==> src/rtl/core_decode.sv <==
// RV32I decode stage: turns one fetched instruction plus its register operands into an ALU
// payload and holds it in a two-entry skid buffer, so the ready signal back to fetch is registered.
module core_decode #(
    parameter int XLEN = 32
) (
    input  logic            clk,
    input  logic            rst_n,
    input  logic            if_valid,
    output logic            if_ready,
    input  logic [XLEN-1:0] if_instr,
    input  logic [XLEN-1:0] if_pc,
    output logic [4:0]      rf_rs1_addr,
    output logic [4:0]      rf_rs2_addr,
    input  logic [XLEN-1:0] rf_rs1_data,
    input  logic [XLEN-1:0] rf_rs2_data,
    input  logic            flush,
    output logic            ex_valid,
    input  logic            ex_ready,
    output logic [XLEN-1:0] ex_src1,
    output logic [XLEN-1:0] ex_src2,
    output logic [3:0]      ex_alu_op,
    output logic [2:0]      ex_brnch_cnd,
    output logic            ex_brnch_inv,
    output logic            ex_jump,
    output logic            ex_ls,
    output logic [XLEN-1:0] ex_imm,
    output logic [XLEN-1:0] ex_pc,
    output logic [4:0]      ex_rd,
    output logic            ex_rd_we,
    output logic            ex_illegal
);
    // ALU and branch-condition codes shared with core_alu
    localparam logic [3:0] ADD_ALU  = 4'd0;
    localparam logic [3:0] SUB_ALU  = 4'd1;
    localparam logic [3:0] SLL_ALU  = 4'd2;
    localparam logic [3:0] SLT_ALU  = 4'd3;
    localparam logic [3:0] SLTU_ALU = 4'd4;
    localparam logic [3:0] XOR_ALU  = 4'd5;
    localparam logic [3:0] SRL_ALU  = 4'd6;
    localparam logic [3:0] SRA_ALU  = 4'd7;
    localparam logic [3:0] OR_ALU   = 4'd8;
    localparam logic [3:0] AND_ALU  = 4'd9;
    localparam logic [2:0] ALU_BEQ  = 3'b100;
    localparam logic [2:0] ALU_BNE  = 3'b101;
    localparam logic [2:0] ALU_BLT  = 3'b110;
    localparam logic [2:0] ALU_BLTU = 3'b111;

    typedef struct packed {
        logic [XLEN-1:0] src1;
        logic [XLEN-1:0] src2;
        logic [3:0]      alu_op;
        logic [2:0]      brnch_cnd;
        logic            brnch_inv;
        logic            jump;
        logic            ls;
        logic [XLEN-1:0] imm;
        logic [XLEN-1:0] pc;
        logic [4:0]      rd;
        logic            rd_we;
        logic            illegal;
    } payload_t;

    typedef enum logic [1:0] {EMPTY, ONE, FULL} state_t;

    state_t   state_reg, state_next;
    payload_t main_reg, skid_reg, dec;
    logic     if_ready_reg;
    logic     accept, take, load_main_dec, load_main_skid, load_skid;

    logic [6:0]      opcode;
    logic [2:0]      f3;
    logic [6:0]      f7;
    logic [4:0]      rd;
    logic [XLEN-1:0] imm_i, imm_s, imm_b, imm_j, imm_u;
    logic            writes_rd;

    assign opcode      = if_instr[6:0];
    assign rd          = if_instr[11:7];
    assign f3          = if_instr[14:12];
    assign f7          = if_instr[31:25];
    assign rf_rs1_addr = if_instr[19:15];
    assign rf_rs2_addr = if_instr[24:20];
    assign imm_i = {{20{if_instr[31]}}, if_instr[31:20]};
    assign imm_s = {{20{if_instr[31]}}, if_instr[31:25], if_instr[11:7]};
    assign imm_b = {{19{if_instr[31]}}, if_instr[31], if_instr[7], if_instr[30:25], if_instr[11:8], 1'b0};
    assign imm_j = {{11{if_instr[31]}}, if_instr[31], if_instr[19:12], if_instr[20], if_instr[30:21], 1'b0};
    assign imm_u = {if_instr[31:12], 12'b0};

    always_comb begin
        dec           = '0;
        dec.src1      = rf_rs1_data;
        dec.src2      = rf_rs2_data;
        dec.alu_op    = ADD_ALU;
        dec.pc        = if_pc;
        dec.rd        = rd;
        writes_rd     = 1'b0;
        case (opcode)
            7'b0110011: begin
                writes_rd = 1'b1;
                case ({f7, f3})
                    10'b0000000_000: dec.alu_op = ADD_ALU;
                    10'b0100000_000: dec.alu_op = SUB_ALU;
                    10'b0000000_001: dec.alu_op = SLL_ALU;
                    10'b0000000_010: dec.alu_op = SLT_ALU;
                    10'b0000000_011: dec.alu_op = SLTU_ALU;
                    10'b0000000_100: dec.alu_op = XOR_ALU;
                    10'b0000000_101: dec.alu_op = SRL_ALU;
                    10'b0100000_101: dec.alu_op = SRA_ALU;
                    10'b0000000_110: dec.alu_op = OR_ALU;
                    10'b0000000_111: dec.alu_op = AND_ALU;
                    default:         dec.illegal = 1'b1;
                endcase
            end
            7'b0010011: begin
                writes_rd = 1'b1;
                dec.src2  = imm_i;
                dec.imm   = imm_i;
                case (f3)
                    3'b000: dec.alu_op = ADD_ALU;
                    3'b010: dec.alu_op = SLT_ALU;
                    3'b011: dec.alu_op = SLTU_ALU;
                    3'b100: dec.alu_op = XOR_ALU;
                    3'b110: dec.alu_op = OR_ALU;
                    3'b111: dec.alu_op = AND_ALU;
                    default: begin
                        // shifts take only the 5-bit shamt; f7 selects logical/arithmetic
                        dec.src2 = {27'b0, if_instr[24:20]};
                        if (f7 == 7'b0000000)
                            dec.alu_op = (f3 == 3'b001) ? SLL_ALU : SRL_ALU;
                        else if (f7 == 7'b0100000 && f3 == 3'b101)
                            dec.alu_op = SRA_ALU;
                        else
                            dec.illegal = 1'b1;
                    end
                endcase
            end
            7'b0110111: begin
                writes_rd = 1'b1;
                dec.src1  = '0;
                dec.src2  = imm_u;
                dec.imm   = imm_u;
            end
            7'b0010111: begin
                writes_rd = 1'b1;
                dec.src1  = if_pc;
                dec.src2  = imm_u;
                dec.imm   = imm_u;
            end
            7'b1100011: begin
                dec.imm = imm_b;
                case (f3)
                    3'b000: dec.brnch_cnd = ALU_BEQ;
                    3'b001: dec.brnch_cnd = ALU_BNE;
                    3'b100: dec.brnch_cnd = ALU_BLT;
                    3'b101: begin dec.brnch_cnd = ALU_BLT;  dec.brnch_inv = 1'b1; end
                    3'b110: dec.brnch_cnd = ALU_BLTU;
                    3'b111: begin dec.brnch_cnd = ALU_BLTU; dec.brnch_inv = 1'b1; end
                    default: dec.illegal = 1'b1;
                endcase
            end
            7'b1101111, 7'b1100111: begin
                writes_rd = 1'b1;
                dec.src1  = if_pc;
                dec.src2  = 32'd4;
                dec.jump  = 1'b1;
                dec.imm   = opcode[3] ? imm_j : imm_i;
                if (!opcode[3] && f3 != 3'b000) dec.illegal = 1'b1;
            end
            7'b0000011: begin
                writes_rd = 1'b1;
                dec.src2  = imm_i;
                dec.imm   = imm_i;
                dec.ls    = 1'b1;
                if (f3 == 3'b011 || f3[2:1] == 2'b11) dec.illegal = 1'b1;
            end
            7'b0100011: begin
                dec.src2 = imm_s;
                dec.imm  = imm_s;
                dec.ls   = 1'b1;
                if (f3[2] || f3 == 3'b011) dec.illegal = 1'b1;
            end
            default: dec.illegal = 1'b1;
        endcase
        // an illegal word still travels to EX, but as an inert ADD with no side effects
        if (dec.illegal) begin
            dec.alu_op    = ADD_ALU;
            dec.brnch_cnd = 3'b000;
            dec.brnch_inv = 1'b0;
            dec.jump      = 1'b0;
            dec.ls        = 1'b0;
        end
        dec.rd_we = writes_rd && !dec.illegal && (rd != 5'd0);
    end

    assign ex_valid = (state_reg != EMPTY);
    assign if_ready = if_ready_reg;
    assign accept   = if_valid && if_ready_reg;
    assign take     = ex_valid && ex_ready;

    always_comb begin
        state_next     = state_reg;
        load_main_dec  = 1'b0;
        load_main_skid = 1'b0;
        load_skid      = 1'b0;
        if (flush) begin
            state_next = EMPTY;
        end else begin
            case (state_reg)
                EMPTY: if (accept) begin
                    state_next    = ONE;
                    load_main_dec = 1'b1;
                end
                ONE: begin
                    if (accept && take) begin
                        load_main_dec = 1'b1;
                    end else if (accept) begin
                        state_next = FULL;
                        load_skid  = 1'b1;
                    end else if (take) begin
                        state_next = EMPTY;
                    end
                end
                FULL: if (take) begin
                    state_next     = ONE;
                    load_main_skid = 1'b1;
                end
                default: state_next = EMPTY;
            endcase
        end
    end

    always_ff @(posedge clk or negedge rst_n) begin
        if (!rst_n) begin
            state_reg    <= EMPTY;
            if_ready_reg <= 1'b1;
            main_reg     <= '0;
            skid_reg     <= '0;
        end else begin
            state_reg    <= state_next;
            if_ready_reg <= (state_next != FULL);
            if (load_main_dec)       main_reg <= dec;
            else if (load_main_skid) main_reg <= skid_reg;
            if (load_skid)           skid_reg <= dec;
        end
    end

    assign ex_src1      = main_reg.src1;
    assign ex_src2      = main_reg.src2;
    assign ex_alu_op    = main_reg.alu_op;
    assign ex_brnch_cnd = main_reg.brnch_cnd;
    assign ex_brnch_inv = main_reg.brnch_inv;
    assign ex_jump      = main_reg.jump;
    assign ex_ls        = main_reg.ls;
    assign ex_imm       = main_reg.imm;
    assign ex_pc        = main_reg.pc;
    assign ex_rd        = main_reg.rd;
    assign ex_rd_we     = main_reg.rd_we;
    assign ex_illegal   = main_reg.illegal;
endmodule

==> config.mk <==
export PLATFORM = sky130hd
export DESIGN_NAME = core_decode
export DESIGN_NICKNAME = d
export VERILOG_FILES = /design/src/rtl/core_decode.sv
export SDC_FILE = /design/constraint.sdc
export NUM_CORES = 1
export LEC_CHECK = 0
export CAP_MARGIN = 30
export CORE_MARGIN = 3
export CORE_UTILIZATION = 45
export DETAILED_ROUTE_END_ITERATION = 10
export PLACE_DENSITY = 0.84
export SYNTH_ARGS = -nofsm -noshare
export SYNTH_HDL_FRONTEND = slang
export SYNTH_SLANG_ARGS = --single-unit
==> constraint.sdc <==
create_clock -name clk -period 3.3 [get_ports clk]
set_clock_uncertainty 0.2 [all_clocks]
set_input_delay 0.495 -clock clk [delete_from_list [all_inputs] [get_ports clk]]
set_output_delay 0.495 -clock clk [all_outputs]
set_load 0.05 [all_outputs]
Word-level counts from Yosys, hierarchy flattened
Index checks and enable logic that the tools add are counted.
Cells by class
  add/sub/neg operators: 0
  $mul: 0
  div/mod/pow operators: 0
  $lt $le $gt $ge: 0
  eq/ne operators: 30
  shifts and indexed selects: 0
  muxes and demuxes: 46
  bitwise logic cells: 0
  reduce and logical (&&, ||, !) cells: 31
Operators by type and width (number)
  32-bit case mux with 5 select lines: 2
  145-bit two-way mux: 2
  32-bit case mux with 2 select lines: 1
  10-bit by 3-bit equality test with 1-bit output (second input constant): 4
  4-bit case mux with 9 select lines: 1
  32-bit two-way mux: 1
  7-bit by 6-bit equality test with 1-bit output (second input constant): 4
  4-bit case mux with 6 select lines: 1
  7-bit equality test (second input constant): 3
  1-bit two-way mux: 21
  10-bit by 2-bit equality test with 1-bit output (second input constant): 2
  10-bit by 9-bit equality test with 1-bit output (second input constant): 2
  20-bit two-way mux: 1
  7-bit by 5-bit equality test with 1-bit output (second input constant): 2
  2-bit OR reduction: 7
  3-bit equality test (second input constant): 4
  2-bit two-way mux: 6
  3-bit case mux with 4 select lines: 1
  6-bit OR reduction: 2
  10-bit by 1-bit equality test with 1-bit output (second input constant): 1
  10-bit zero test: 1
  10-bit two-way mux: 1
  10-bit OR reduction: 1
  4-bit two-way mux: 2
  22 further kinds: 34
Word-level totals
  bits in registers: 293
  latch bits: 0
  bits in writable memories: 0
  bits in read-only memories: 0
  input port bits: 133
  output and inout port bits: 157
  word-level logic and storage cells: 133
  memories kept: 0

Longest topological paths before layout
  depth after elaboration: 10
  mapped depth: 8
  gate-level depth less buffers: 5

Worst setup path before layout
No wires, ideal clock.
  path kind: reg-to-reg
  start: register if_ready_reg (netlist: if_ready)
  end: register skid_reg[116] in the netlist's numbering
  arrival: 2050 ps
  setup slack: 918 ps
  stages on the path, launching flop included: 9
  cell sequence: dfstp_2 -> nand2_1 -> or4_1 -> buf_2 -> buf_6 -> buf_2 -> clkbuf_1 -> nand2_1 -> o21ai_1
On the way
  word-level cells in the longest chain between the ends: 5
  elaborated cells between the ends (all ways): 6
  those cells by class: mux: 4; reduce/logical: 2
RTL lines
  from (decl): RTL line 67  | logic if_ready_reg;
  from (signal assigned): RTL line 240  | if_ready_reg <= (state_next != FULL);
  1-bit logical AND *: RTL line 197  | assign accept = if_valid && if_ready_reg;
  1-bit two-way mux / 1-bit logical AND (equally long branches): RTL line 216, 214
  1-bit two-way mux *: RTL line 214  | if (accept && take) begin
  1-bit two-way mux *: RTL line 208  | case (state_reg)
  1-bit two-way mux *: RTL line 205  | if (flush) begin
  to (signal assigned): RTL line 237  | skid_reg <= '0;
  to (signal assigned): RTL line 243  | if (load_skid) skid_reg <= dec;
  to (decl): RTL line 66  | payload_t main_reg, skid_reg, dec;
Every way passes the cells marked *; elsewhere a longest branch is shown, timed or not.
A chain may end at the register's enable or synchronous reset.

Worst setup path after layout
  start: register state_reg[1]
  end: output port ex_valid
On the way
  word-level cells in the longest chain between the ends: 1
RTL lines
  from (decl): RTL line 65  | state_t state_reg, state_next;
  from (signal assigned): RTL line 239  | state_reg <= state_next;
  2-bit nonzero test: RTL line 195  | assign ex_valid = (state_reg != EMPTY);
  to (decl): RTL line 17  | output logic ex_valid,
No other way between the ends.

==> key figures <==
Status
  – Status: finished clean

Layout
  – Number of flip-flops in the largest register: ~150
  – Nets: 1738
  – Area delta synth->final: 36.2%
  – Register Area: between 7000 and 8000 µm²
  – Finished Layout Cells: approximately 2000
  – # fillers: between 2000 and 2500
  – Cell area after layout: around 17000 µm²
  – Layout cells sized above 1: 0.0842
  – Area of the multi-input gates: about 4900 µm²

Route
  – Avg WL per Cell: ~21 µm
  – 1st-pass router iterations: 6
  – Drt initial violations: between 1000 and 1500
  – Residual DRC count: 0
  – Vias per cell: 5.87
  – Routed Antenna Nets: 0
  – Wirelength, routed: 43.0 mm
  – Vias: approximately 12000

Placement
  – Final RePlAce weighted congestion: 0.890
  – Post-place instance area: between 15000 and 20000 µm²
  – Placed insts: between 1500 and 2000
  – Hpwl dp: slightly below 30 mm
  – PortBufs: 289

Clock tree
  – TritonCTS Buffers: 31
  – # clock sinks: around 300
  – Setup Buffers After CTS: 0
  – Clock transition at path regs: 0.06 ns
  – Max Buffers Root-to-Sink: 3
  – Worst skew pair latency: 0.56 ns
  – Post-cts resize count: 0
  – Hold-fix buffers at CTS: 1
  – CTS tree: built
  – H-tree depth: 1
  – Clk root buf: clkbuf_16

Yosys
  – Proportion of synthesized area in mux cells: 0.00784
  – Sequential fraction of the synthesis area: 0.574
  – EDFF count, synth: 0
  – Top cell type by total area after synthesis: dfrtp_1
  – Yosys warns: 0
  – Synth top area share: 0.572
  – Synth Area in XOR/XNOR: 0.00206
  – Avg Cell Area, Syn: between 9 and 10 µm²
  – Post-Synth Adder-Cell Area: 0
  – Synth Register Bits: approximately 290
  – Async SR Flop Fraction: 1.00
  – Top post-synthesis cells by area: dfrtp_1 57%, nand2_1 9.3%, a22oi_1 6.8%, o21ai_0 4.2%, a21oi_1 3.2%
  – Main synth FF type: dfrtp_1
  – Top-count cell post-synth: nand2_1
  – Compound-Gate Fraction of Synth Area: 0.231
  – Commonest cells post-synth: 317 x nand2_1, 292 x dfrtp_1, 116 x a22oi_1
  – Synth cell types: 60
  – Simple-Gate Fraction of Synth Area: 0.143
  – Cell area after synthesis: 12800 µm²
  – Synth Instances: 1344
  – Main combinational cell family by area after synthesis: compound AO/OA/AOI/OAI gates
  – Syn nets: around 1500

Hold path
  – Min-delay worst type: reg -> reg
  – Hold Crit Start: ex_pc[31]
  – Hold path endpoint: ex_pc[31]
  – WHS Path Cells: 2

Timing
  – Final Hold Viols: 0
  – Slew of the pin with the lowest slew margin: approximately 1.0 ns
  – Final Critical Period: around 2.7 ns
  – Fin crit share: 0.827
  – Final setup viols: 0
  – Worst hold slack: 0.272 ns
  – Relative slew margins: 0.300
  – Unrepaired setup endpoints after global routing: no
  – Fmax: between 300 and 400 MHz
  – Final-report max-slew violation count: 0
  – Final TNS setup: 0 ns

Critical path
  – Slowest cell on crit path: clkdlybuf4s50_1
  – Largest stage delay on the critical path: about 0.71 ns
  – Required @ worst endpoint: ~2.6 ns
  – Worst EP arrival: 2.03 ns
  – Critical Path End Type: primary output
  – RR Endpoint: skid_reg[134]
  – R2R Path Start: if_ready
  – Reg2Reg Depth: 5
  – Critical path, cell by cell: or2_2 -> clkdlybuf4s50_1
  – Startpoint types: flip-flop
  – Crit path kind: reg -> out
  – R2r setup slk: roughly 0.97 ns
  – Crit Path Max Fanout: 7

GRT
  – Antenna violations before repair: 3
  – First-pass GRT wire length: about 67 mm
  – Gr ovfl total: 0
  – Vias in the first global route: between 10000 and 15000
  – All-Layer GR Usage: 0.274
  – Pin count of the biggest net entering global routing: 121

Power
  – Comb pwr share: 0.255
  – LEAKAGE: between 7 and 8 nW
  – Clock power frac: 0.336
  – Psw: 3.73 mW
  – Total power: between 10 and 15 mW
  – Pwr per Cell Area: around 650 nW/µm²
  – Internal power: about 7.6 mW
  – Sequential Power Share: 0.408
  – Switching Fraction: 0.330
  – Maximum vdd drop: 0.000464 V

Die
  – Die W: around 170 µm
  – Rows: 61
  – I/O pins: between 200 and 300
  – Core ar.: between 20000 and 30000 µm²
  – Die area: between 30000 and 40000 µm²
  – Initial core utilization: 0.458
  – Die height: around 170 µm

Run
  – Max Cap Viol: 0
## area by class of cell
cell class | count | area share
flip-flops and latches | 293 | 0.422
multi-input cells | 928 | 0.284
repair buffers | 344 | 0.201
clock buffers | 38 | 0.0490
well taps | 378 | 0.0272
clock inverters | 18 | 0.0154
inverters | 7 | 0.00151
diodes | 1 | 0.000144
## worst max-delay path, delay by kind of cell (launching register included)
| kind | cells | cell delay, ns |
|---|---|---|
| buffers and inverters | 1 | 0.71 |
| DFF | 1 | 0.45 |
| and+or+nand+nor | 1 | 0.31 |
## cells in the final DEF (no fill, tap or decap), types with 5 or more instances in the layout
cell type	count
a21o_1	5
a21oi_1	82
a221oi_1	8
a22o_1	5
a22oi_1	116
a31oi_1	37
and3_1	10
buf_12	13
buf_4	40
bufinv_16	6
clkbuf_16	31
clkbuf_8	5
clkdlybuf4s50_1	288
dfrtp_1	292
mux2_2	8
nand2_1	317
nand2b_1	6
nand3_1	5
nor2_1	68
o21a_1	6
o21ai_0	106
o21ai_1	52
o22ai_1	34
o31ai_1	9
## how the worst max path moves through the flow
stage	startpoint	slack, ns	endpoint	cells past startpoint
2_1_floorplan	if_ready	0.92	skid_reg[116]	8
3_3_place_gp	if_instr[1]	0.05	ex_src1[4]	6
4_1_cts	state_reg[1]	0.56	ex_valid	2
5_1_grt	state_reg[1]	0.53	ex_valid	2
6_report	state_reg[1]	0.57	ex_valid	2
3_5_place_dp	if_instr[4]	0.26	ex_src1[8]	8
## layer usage
layer | share of wire | global-route usage | vias up
met1 | 0.40 | 0.361 | 5717
met2 | 0.47 | 0.440 | 681
met5 | 0.00084 | 0 | -
met3 | 0.11 | 0.0791 | 101
li1 | - | - | 5276
met4 | 0.033 | 0.0871 | 6
## per-stage QoR
step	utilization	worst slack, ns
5_1_grt	0.624	0.533
2_1_floorplan	-	0.918
4_1_cts	0.624	0.559
6_report	0.624	0.571
3_3_place_gp	0.583	0.0487
3_5_place_dp	0.584	0.263
## power by group through the flow
stage / registers [mW] / logic, mW / clock network (mW)
2_1_floorplan: 5.54 / 0.785 / 0
3_3_place_gp: 4.64 / 2.81 / 0
3_5_place_dp: 4.66 / 2.88 / 0
4_1_cts: 4.61 / 2.90 / 3.85
5_1_grt: 4.69 / 3.09 / 3.98
6_report: 4.62 / 2.89 / 3.80
## kinds of logic after synthesis
family,after synthesis
buffers and inverters,123
flip-flops,293
XOR/XNOR,3
AO/OA/AOI/OAI,477
AND/OR/NAND/NOR,439
multiplexers,9
Note: power is estimated with default switching activity, not from simulation.
